File: config.mk
export PLATFORM = sky130hd
export DESIGN_NAME = layer_act_feeder
export DESIGN_NICKNAME = d
export VERILOG_FILES = /design/src/rtl/layer_act_feeder.sv
export SDC_FILE = /design/constraint.sdc
export NUM_CORES = 1
export LEC_CHECK = 0
export CAP_MARGIN = 20
export CORE_MARGIN = 2
export CORE_UTILIZATION = 48
export DETAILED_ROUTE_END_ITERATION = 16
export GPL_TIMING_DRIVEN = 0
export HOLD_SLACK_MARGIN = 0.06
export PLACE_DENSITY = 0.8
export SLEW_MARGIN = 40
export SYNTH_ARGS = -nofsm -noshare
export SYNTH_HDL_FRONTEND = slang
export SYNTH_SLANG_ARGS = --single-unit
File: constraint.sdc
create_clock -name clk -period 1.49 [get_ports clk]
set_input_delay 0.2235 -clock clk [delete_from_list [all_inputs] [get_ports clk]]
set_output_delay 0.2235 -clock clk [all_outputs]
set_load 0.01 [all_outputs]
File: src/rtl/layer_act_feeder.sv
// layer_act_feeder: assembles a byte stream into an N_IN-wide activation vector,
// applies it to the layer's node inputs under layer-controller metering, and
// produces a node-output valid pulse aligned to the node output register.
// Optional build macro: FEEDER_ACT_CLAMP_EN clamps each stored activation to 0..127.
module layer_act_feeder #(
  parameter int unsigned N_IN    = 10,
  parameter int unsigned DW      = 8,
  parameter int unsigned LATENCY = 3
) (
  input  logic               clk,
  input  logic               reset,
  input  logic [DW-1:0]      s_data,
  input  logic               s_valid,
  output logic               s_ready,
  input  logic               s_last,
  input  logic               issue_en,
  output logic [N_IN*DW-1:0] a_vec,
  output logic               a_strobe,
  output logic               node_valid,
  output logic               err_short,
  output logic [15:0]        vec_count
);

  localparam int unsigned VW    = N_IN * DW;
  localparam int unsigned IDX_W = (N_IN > 1) ? $clog2(N_IN) : 1;
  localparam int unsigned CNT_W = $clog2(N_IN + 1);
  localparam int unsigned VC_W  = 16;

  typedef enum logic [0:0] {
    ST_FILL = 1'b0,
    ST_PEND = 1'b1
  } state_t;

  state_t             state_q;
  state_t             state_d;
  logic               accept;
  logic               close;
  logic               issue;

  logic [DW-1:0]      store_byte;
  logic [VW-1:0]      shadow_q;
  logic [VW-1:0]      issue_vec;
  logic [IDX_W-1:0]   idx_q;
  logic [CNT_W-1:0]   fill_cnt_q;

  logic               s_ready_q;
  logic [VW-1:0]      a_vec_q;
  logic               a_strobe_q;
  logic [LATENCY-1:0] dly_q;
  logic               err_short_q;
  logic [VC_W-1:0]    vec_count_q;

  // Activation conditioning applied to each accepted byte before storage
  always_comb begin
`ifdef FEEDER_ACT_CLAMP_EN
    store_byte = s_data[DW-1] ? '0 : s_data;
`else
    store_byte = s_data;
`endif
  end

  // State register
  always_ff @(posedge clk) begin
    if (reset) begin
      state_q <= ST_FILL;
    end else begin
      state_q <= state_d;
    end
  end

  // Next state and handshake decode: close a vector on the last slot or an early s_last
  always_comb begin
    state_d = state_q;
    accept  = 1'b0;
    close   = 1'b0;
    issue   = 1'b0;
    case (state_q)
      ST_FILL: begin
        accept = s_valid && s_ready_q;
        if (accept && (s_last || (idx_q == IDX_W'(N_IN - 1)))) begin
          close   = 1'b1;
          state_d = ST_PEND;
        end
      end
      ST_PEND: begin
        if (issue_en) begin
          issue   = 1'b1;
          state_d = ST_FILL;
        end
      end
      default: begin
        state_d = ST_FILL;
      end
    endcase
  end

  // Shadow buffer fill; fill count is latched when the vector closes
  always_ff @(posedge clk) begin
    if (reset) begin
      shadow_q   <= '0;
      idx_q      <= '0;
      fill_cnt_q <= '0;
    end else if (accept) begin
      for (int k = 0; k < int'(N_IN); k++) begin
        if (idx_q == IDX_W'(k)) begin
          shadow_q[k*DW +: DW] <= store_byte;
        end
      end
      if (close) begin
        idx_q      <= '0;
        fill_cnt_q <= CNT_W'(idx_q) + CNT_W'(1);
      end else begin
        idx_q <= idx_q + IDX_W'(1);
      end
    end
  end

  // Zero-pad slots beyond the fill count so stale bytes never reach the nodes
  always_comb begin
    issue_vec = '0;
    for (int k = 0; k < int'(N_IN); k++) begin
      if (CNT_W'(k) < fill_cnt_q) begin
        issue_vec[k*DW +: DW] = shadow_q[k*DW +: DW];
      end
    end
  end

  // Ready is low only while a closed vector waits for issue
  always_ff @(posedge clk) begin
    if (reset) begin
      s_ready_q <= 1'b0;
    end else begin
      s_ready_q <= (state_d == ST_FILL);
    end
  end

  // Vector issue: apply to node inputs, strobe, count, flag short vectors
  always_ff @(posedge clk) begin
    if (reset) begin
      a_vec_q     <= '0;
      a_strobe_q  <= 1'b0;
      vec_count_q <= '0;
      err_short_q <= 1'b0;
    end else begin
      a_strobe_q <= issue;
      if (issue) begin
        a_vec_q     <= issue_vec;
        vec_count_q <= vec_count_q + VC_W'(1);
        if (fill_cnt_q != CNT_W'(N_IN)) begin
          err_short_q <= 1'b1;
        end
      end
    end
  end

  // Delay line tracking the node pipeline: capture, accumulate, activate
  always_ff @(posedge clk) begin
    if (reset) begin
      dly_q <= '0;
    end else begin
      dly_q <= LATENCY'({dly_q, a_strobe_q});
    end
  end

  assign s_ready    = s_ready_q;
  assign a_vec      = a_vec_q;
  assign a_strobe   = a_strobe_q;
  assign node_valid = dly_q[LATENCY-1];
  assign err_short  = err_short_q;
  assign vec_count  = vec_count_q;

endmodule

==> metrics.txt, run 1 <==
Final ANT Viol Nets 0; Power, Total 10.40 mW; Initial Utilization 49.37%; share of the yosys chip area belonging to registers 55.36%; Skew-Pair Late Insertion Delay 0.44 ns; Worst Setup Slack post-DPL -0.8100 ns; CTS tree yes; async set-reset flop share out of synthesis 0%; row count 43; most frequent cells in the layout nor2_1, dfxtp_1, dlygate4sd2_1; Cell variety after synth 36; syn avg cell area 9.700 µm²; routability-driven placement congestion ratio 0.8554; Reg2Reg Depth 4; yosys warns 0; Max-slew headroom 45.49%; outcome finished, violations left; CP max FO 5; Final Slew Violations 0; nets 865; Clock Tree Buf Depth 2; Routed WL per cell 17.62 µm; HPWL Detailed 11350 µm; number of flops mapped to enable cells by yosys 0; main flop type after synthesis dfxtp_1; Worst R2R End vec_count[13]$_SDFFE_PP0P_; setup TNS -1.643 ns; RSZ-0062 raised after global routing true; Critical Path Source Type register; Root Buffer clkbuf_16; power density cells 1128 nW/µm²; r2r startpoint vec_count[7]$_SDFFE_PP0P_; Die W 124.0 µm; minimum clock period 1.646 ns; leakage power 3.894 nW; Clock transition at path regs 0.06 ns; syn_nets 730; Post-Route WL 18300 µm; peak supply drop 861.4 µV; crit end category register; period utilisation layout 110.4%; total number of vias 5693; grt total ovfl 0; Die Ht 124.0 µm; IO Port Bufs 103; # clock sinks 191; Diodes inserted 0; # IOs 113; CP arrival 2.00 ns; Crit Path Category register to register; fin worst setup slack -0.1556 ns; Pre-Repair DR Iteration Count 5; R2R Setup Slk -0.16 ns; initial antenna violation count 0; total core area 13990 µm²; gr usage total 23.61%; Area growth syn-to-layout 33.50%; worst slew pin tran 0.8177 ns; Worst Hold Class input port to register; pin count of the biggest net entering global routing 17; Die Footprint 15360 µm²; Remaining DRCs 0; layout cells sized above 1 14.67%; initial DRC count 382; max-cap viol count 0; flops & latches, synth 191; Req. time, crit path 1.85 ns; hold_ws 0.1680 ns; Final setup viols 46; clk_skew 0.008220 ns; Via density 5.479; final core occ 65.91%; Hold Startpoint reset; CTS Buf Count 17; first-pass GRT wire length 27210 µm; end of the worst hold path vec_count[15]$_SDFFE_PP0P_; vias in the first global route 5270; Post-CTS Hold Fix Bufs 0; failing checks negative setup slack; Post-Synthesis Cells 712; WHS Path Cells 3; synthesized cell area 6907 µm²; Max Clk Rate 607.7 MHz; H-tree lvl count 4; Hold Fails Final Rpt 0
[metrics by stage]
stage,cells,instance area (µm²)
after global routing,1039,9220
after CTS,1041,9036
after global placement,995,8212
after detailed placement,995,8217
final,1039,9220
after floorplan,712,6955
[metal layers]
metal,GRT usage [%],share of wire [%],up-vias
met2,37.71,48,200
met1,30.69,43,2743
met3,4.945,6.4,36
met5,0,0,-
li1,-,-,2714
met4,11.10,2.6,0
[logic make-up (layout without fill, tap and decap cells)]
| family | Yosys count | in the layout | share of synthesized area, % |
|---|---|---|---|
| flops | 191 | 191 | 55.36 |
| compound gates | 105 | 105 | 10.43 |
| simple gates | 256 | 256 | 16.12 |
| fa+ha+maj | 5 | 5 | 0.9058 |
| buf+inv | 60 | 207 | 3.641 |
| xor+xnor | 13 | 13 | 1.649 |
| mux | 82 | 82 | 11.88 |
[sequential cells by signal (all words and copies together) (netlist names)]
register and flops:
s_ready 1, fill_cnt_q 4, err_short 1, shadow_q 80, idx_q 4, a_vec 80
a_strobe 1, state_q 1, dly_q 3, vec_count 16
[power breakdown]
part | switching (mW) | total, mW | internal, mW
Sequential | 0.0235 | 5.13 | 5.10
Clock | 1.92 | 4.90 | 2.98
Combinational | 0.263 | 0.371 | 0.108
[what timing repair did]
action | CTS | global route
resized for setup | 161 | 50
pin swaps | 8 | 16
setup endpoints to repair | 274 | 168
setup buffers | 17 | 5
[how the worst max path moves through the flow]
stage	startpoint	endpoint	slack, ns
2_1_floorplan	vec_count[7]$_SDFFE_PP0P_	vec_count[13]$_SDFFE_PP0P_	-0.02
3_3_place_gp	issue_en	a_vec[78]$_SDFFE_PP0P_	-0.82
3_5_place_dp	issue_en	a_vec[6]$_SDFFE_PP0P_	-0.81
4_1_cts	vec_count[6]$_SDFFE_PP0P_	vec_count[15]$_SDFFE_PP0P_	-0.08
5_1_grt	vec_count[7]$_SDFFE_PP0P_	vec_count[13]$_SDFFE_PP0P_	-0.17
6_report	vec_count[7]$_SDFFE_PP0P_	vec_count[13]$_SDFFE_PP0P_	-0.16
[worst max-delay path, stage by stage (launching register included)]
cell and delay, ns:
dfxtp_4 0.37, nand4_1 0.13, or4_4 0.59, or3_4 0.34
a21oi_2 0.13
[cell usage after synthesis, types with 6 or more instances]
master    instances  area, µm²
nor3_1            6      30.03
nor2_1          178      668.1
inv_1             8      30.03
buf_2             7      35.03
clkbuf_1         41      153.9
nand3_1          19      95.09
mux2i_1          82      820.8
nand4_1           6      37.54
a21oi_1          24      120.1
xnor2_1          10      87.58
nand2_1          20      75.07
a22oi_1          72      540.5
dfxtp_1         191       3824
[area by class of cell]
| type | count | area, µm² |
|---|---|---|
| clock inverter | 9 | 183.9 |
| fill | 1105 | 4768 |
| sequential | 191 | 3881 |
| multi-input combinational | 461 | 3136 |
| inverter | 8 | 32.53 |
| timing repair buffer | 123 | 1075 |
| clock buffer | 22 | 444.2 |
| buffer | 45 | 242.7 |
| tap | 180 | 225.2 |
Note: power is estimated with default switching activity, not from simulation.
==> run 2: changes to the inputs <==
--- a/config.mk
+++ b/config.mk
@@ -12,6 +12,7 @@
 export GPL_TIMING_DRIVEN = 0
 export HOLD_SLACK_MARGIN = 0.06
 export PLACE_DENSITY = 0.8
+export REMOVE_ABC_BUFFERS = 1
 export SLEW_MARGIN = 40
 export SYNTH_ARGS = -nofsm -noshare
 export SYNTH_HDL_FRONTEND = slang
==> metrics.txt, run 2 (synthesis results as in run 1) <==
peak supply drop 820.4 µV (-4.8%); Final setup viols 19 (-59%); Area growth syn-to-layout 32.79%; fin worst setup slack -0.09196 ns (+0.06361 ns); routability-driven placement congestion ratio 0.8475 (-0.92%); Die Ht 124.0 µm (unchanged); row count 43 (unchanged); gr usage total 21.72% (-1.9 points); # IOs 113 (unchanged); Hold Fails Final Rpt 0 (unchanged); CTS Buf Count 17 (unchanged); Req. time, crit path 1.85 ns (about the same); sw frac 21.02% (-0.17 points); Die Footprint 15360 µm² (unchanged); vias in the first global route 4876 (-7.5%); Routed WL per cell 16.54 µm (-6.1%); Psw 2.151 mW (-2.4%); setup TNS -0.6135 ns (+1.030 ns); outcome finished, violations left; Clock transition at path regs 0.07 ns (about the same); max-cap viol count 0 (unchanged); H-tree lvl count 4 (unchanged); Via density 5.378 (-1.8%); crit end category register; CTS tree yes; Clock Tree Buf Depth 2 (unchanged); RSZ-0062 raised after global routing true; failing checks negative setup slack; Reg power frac 50.2% (+0.9 points); total number of vias 5421 (-4.8%); Skew-Pair Late Insertion Delay 0.42 ns (-0.02 ns); first-pass GRT wire length 25450 µm (-6.4%); grt total ovfl 0 (unchanged); Critical Path Source Type register; Power, Total 10.23 mW (-1.6%); layout cells sized above 1 13.89% (-0.78 points); cell area after layout 9171 µm² (-0.53%); Worst Hold Class input port to register; pin count of the biggest net entering global routing 79 (+62); initial DRC count 373 (-2.4%); # clock sinks 191 (unchanged); CP arrival 1.94 ns (-0.06 ns); nets 834 (-3.6%); Max Clk Rate 632.1 MHz (+4.0%); Root Buffer clkbuf_16; Final Slew Violations 0 (unchanged); post-placement cell count 955 (-4.0%); internal power 8.080 mW (-1.4%); IO Port Bufs 112 (+8.7%); leakage power 3.890 nW (-0.12%); Final ANT Viol Nets 0 (unchanged); Remaining DRCs 0 (unchanged); Crit Path Category register to register; clock share of power 46.4% (-0.7 points); clk_skew 0.007253 ns (-0.0009672 ns); period utilisation layout 106.2% (-4.3 points); CP max FO 6 (+1); Finished Layout Cells 1008 (-3.0%); power density cells 1116 nW/µm² (-1.1%); most frequent cells in the layout nor2_1, dfxtp_1, dlygate4sd2_1; initial antenna violation count 0 (unchanged); Die W 124.0 µm (unchanged); Post-Route WL 16670 µm (-8.9%); Gate power share 3.4% (-0.2 points); Max-slew headroom 54.56% (+9.1 points); Diodes inserted 0 (unchanged); Pre-Repair DR Iteration Count 5 (unchanged); minimum clock period 1.582 ns (-0.06361 ns); placed inst area 8138 µm² (-0.96%); HPWL Detailed 9729 µm (-14%); worst slew pin tran 0.6795 ns (-0.1382 ns); Initial Utilization 49.37% (unchanged); total core area 13990 µm² (unchanged)
==> run 2: path summary, 6_finish.rpt <==
kind | from | end | slack (ns) | depth (start not counted)
setup / recovery | vec_count[7]$_SDFFE_PP0P_ | vec_count[13]$_SDFFE_PP0P_ | -0.09 | 4
setup reg to reg | vec_count[7]$_SDFFE_PP0P_ | vec_count[13]$_SDFFE_PP0P_ | -0.09 | 4
hold reg to reg | dly_q[1]$_SDFF_PP0_ | dly_q[2]$_SDFF_PP0_ | 0.43 | 1
hold / removal | reset | vec_count[9]$_SDFFE_PP0P_ | 0.16 | 2
==> run 2: repair_timing <==
item	CTS	global route
cloned	2	0
pin swaps	7	15
resized for setup	162	34
hold buffers	0	0
endpoints found under the setup margin	263	134
buffers inserted	4	16
==> run 2: critical path, stage by stage, from the launching register on <==
cell and delay, ns:
dfxtp_4 0.36, nand4_1 0.13, or4_4 0.57, or3_4 0.34, a21oi_2 0.12
==> run 2: final cells by class <==
class / count / area (µm²)
Clock inverter: 8 / 128.9
Clock buffer: 23 / 498.0
Fill cell: 1175 / 4817
Multi-Input combinational cell: 463 / 3149
Timing Repair Buffer: 135 / 1261
Sequential cell: 191 / 3879
Inverter: 8 / 30.03
Tap cell: 180 / 225.2
==> run 2: layer usage <==
layer | vias up | routed length (µm) | global-route usage [%]
li1 | 2656 | - | -
met1 | 2620 | 7711 | 29.42
met2 | 130 | 7926 | 34.41
met3 | 15 | 802 | 4.625
met4 | 0 | 229 | 7.725
met5 | - | 0 | 0
==> run 2: stage by stage <==
step           worst slack, ns  hold slack [ns]  utilization (%)
2_1_floorplan          -0.8886           0.2926                -
3_3_place_gp            -4.373           0.4193            57.42
3_5_place_dp           -0.8241           0.4220            58.18
4_1_cts                -0.1083           0.1594            63.49
5_1_grt                -0.1710           0.1641            65.56
6_report              -0.09196           0.1635            65.56
==> run 2: power groups by stage <==
stage / combinational [mW] / sequential [mW] / clock [mW]
finish: 0.351 / 5.13 / 4.75
global route: 0.377 / 5.13 / 5.05
CTS: 0.336 / 5.14 / 4.82
detailed placement: 0.310 / 5.26 / 0
global placement: 0.282 / 5.26 / 0
floorplan: 0.0871 / 5.26 / 0
==> run 3: changes to the inputs <==
==> constraint.sdc (replaced) <==
create_clock -name clk -period 1.49 [get_ports clk]
set_input_delay 0.2235 -clock clk [delete_from_list [all_inputs] [get_ports clk]]
set_output_delay 0.2235 -clock clk [all_outputs]
set_load 0.02 [all_outputs]
==> metrics.txt, run 3 (synthesis results as in run 1) <==
outcome finished, violations left; failing checks negative setup slack; Multi-input gate area 3182 µm² (+1.0%); Remaining DRCs 0 (unchanged); pin count of the biggest net entering global routing 79 (unchanged); Final Slew Violations 0 (unchanged); initial antenna violation count 0 (unchanged); CP max FO 6 (unchanged); Via density 5.397 (+0.35%); grt total ovfl 0 (unchanged); Req. time, crit path 1.85 ns (about the same); Sequential cell area 3864 µm² (-0.39%); commonest non-fill, non-tap cell in the layout dfxtp_1; Crit Path Category register to register; Skew-Pair Late Insertion Delay 0.42 ns (about the same); H-tree lvl count 4 (unchanged); CTS tree yes; # IOs 113 (unchanged); Max-slew headroom 52.06% (-2.5 points); HPWL Detailed 9729 µm (unchanged); row count 43 (unchanged); fill count 1151 (-2.0%); routability-driven placement congestion ratio 0.8475 (unchanged); Initial Utilization 49.37% (unchanged); setup TNS -4.585 ns (-3.972 ns); gr usage total 22.04% (+0.32 points); Hold Fails Final Rpt 0 (unchanged); # clock sinks 191 (unchanged); Critical Path Source Type register; Worst Hold Class input port to register; Diodes inserted 0 (unchanged); layout cells sized above 1 14.97% (+1.1 points); RSZ-0062 raised after global routing true; met3 usage 4.991% (+0.37 points); period utilisation layout 109.7% (+3.5 points); total core area 13990 µm² (unchanged); Pre-Repair DR Iteration Count 5 (unchanged); Final setup viols 89 (+70); nets 841 (+0.84%); Die Footprint 15360 µm² (unchanged); Clock transition at path regs 0.06 ns (about the same); first-pass GRT wire length 25990 µm (+2.1%); Routed WL per cell 16.78 µm (+1.5%); GRT Max-Usage Layer met2; Power, Total 10.27 mW (+0.33%); vias in the first global route 4933 (+1.2%); minimum clock period 1.634 ns (+0.05231 ns); Die W 124.0 µm (unchanged); most frequent cells in the layout dfxtp_1, nor2_1, dlygate4sd2_1; worst slew pin tran 0.7168 ns (+0.03732 ns); total number of vias 5478 (+1.1%); initial DRC count 347 (-7.0%); Clock Tree Buf Depth 2 (unchanged); IO Port Bufs 112 (unchanged); power density cells 1106 nW/µm² (-0.87%); Max Clk Rate 611.9 MHz (-3.2%); clk_skew 0.006085 ns (-0.001167 ns); fin worst setup slack -0.1443 ns (-0.05231 ns); Root Buffer clkbuf_16; CTS Buf Count 17 (unchanged); placed inst area 8138 µm² (unchanged); grt met2 use 35.54% (+1.1 points); peak supply drop 844.6 µV (+2.9%); met1 Usage GRT 29.44% (about the same); max-cap viol count 0 (unchanged); Die Ht 124.0 µm (unchanged); leakage power 3.931 nW (+1.0%); Post-Route WL 17040 µm (+2.2%); crit end category register; cell area after layout 9283 µm² (+1.2%); CP arrival 1.99 ns (+0.05 ns); Area growth syn-to-layout 34.40%; Final ANT Viol Nets 0 (unchanged)
run 3: cell types whose count changed in the layout (fill, tap and decap cells not counted), moves of 2 or more:
cell,change
a211oi_1,-2
buf_6,+4
inv_2,-2
dfxtp_4,-5
inv_1,+2
nor2_2,+2
dfxtp_1,+2
nor4_2,+2
a211oi_2,+2
dfxtp_2,+3
nor2_1,-2
run 3: what timing repair did:
item	in CTS	in global routing
cloned	2	1
hold buffers	0	0
gates resized for setup	173	26
pin swaps	13	24
buffers inserted	13	13
endpoints found under the setup margin	264	126
run 3: final cells by class:
type	instances	share of cell area (%)
clock buffers	23	5.365
inverters	8	0.3235
repair buffers	142	14.60
well taps	180	2.426
clock inverters	8	1.388
multi-input cells	463	34.28
flip-flops and latches	191	41.62
run 3: per-stage QoR:
stage | std cells | hold slack, ns | worst slack (ns) | util, %
2_1_floorplan | 660 | 0.2926 | -0.8886 | -
5_1_grt | 1015 | 0.1618 | -0.1775 | 66.36
6_report | 1015 | 0.1630 | -0.1443 | 66.36
3_5_place_dp | 955 | 0.4220 | -0.8241 | 58.18
3_3_place_gp | 952 | 0.4193 | -4.373 | 57.42
4_1_cts | 1001 | 0.1594 | -0.1246 | 64.56
run 3: path summary, 6_finish.rpt:
check | slack, ns | endpoint | cells after the start | from
setup reg to reg | -0.14 | vec_count[13]$_SDFFE_PP0P_ | 5 | state_q$_SDFF_PP0_
hold / removal | 0.16 | vec_count[10]$_SDFFE_PP0P_ | 2 | reset
setup / recovery | -0.14 | vec_count[13]$_SDFFE_PP0P_ | 5 | state_q$_SDFF_PP0_
hold reg to reg | 0.43 | dly_q[2]$_SDFF_PP0_ | 1 | dly_q[1]$_SDFF_PP0_
run 3: critical path: stages, from the launching register on:
cell and delay (ns):
dfxtp_4 0.36, buf_12 0.10, nand2_8 0.07, or4_4 0.57, or3_4 0.35, a21oi_2 0.13
run 3: layer usage:
metal | up-vias | part of all wire, % | routed length (µm)
met5 | - | 0 | 0
met4 | 0 | 1.0 | 173
met3 | 11 | 4.8 | 823
met2 | 136 | 48 | 8246
met1 | 2660 | 46 | 7792
li1 | 2671 | - | -
run 3: where the power goes:
part / switching [mW] / internal (mW)
Clock: 1.88 / 2.86
Combinational: 0.256 / 0.130
Sequential: 0.0235 / 5.12
Total: 2.16 / 8.11
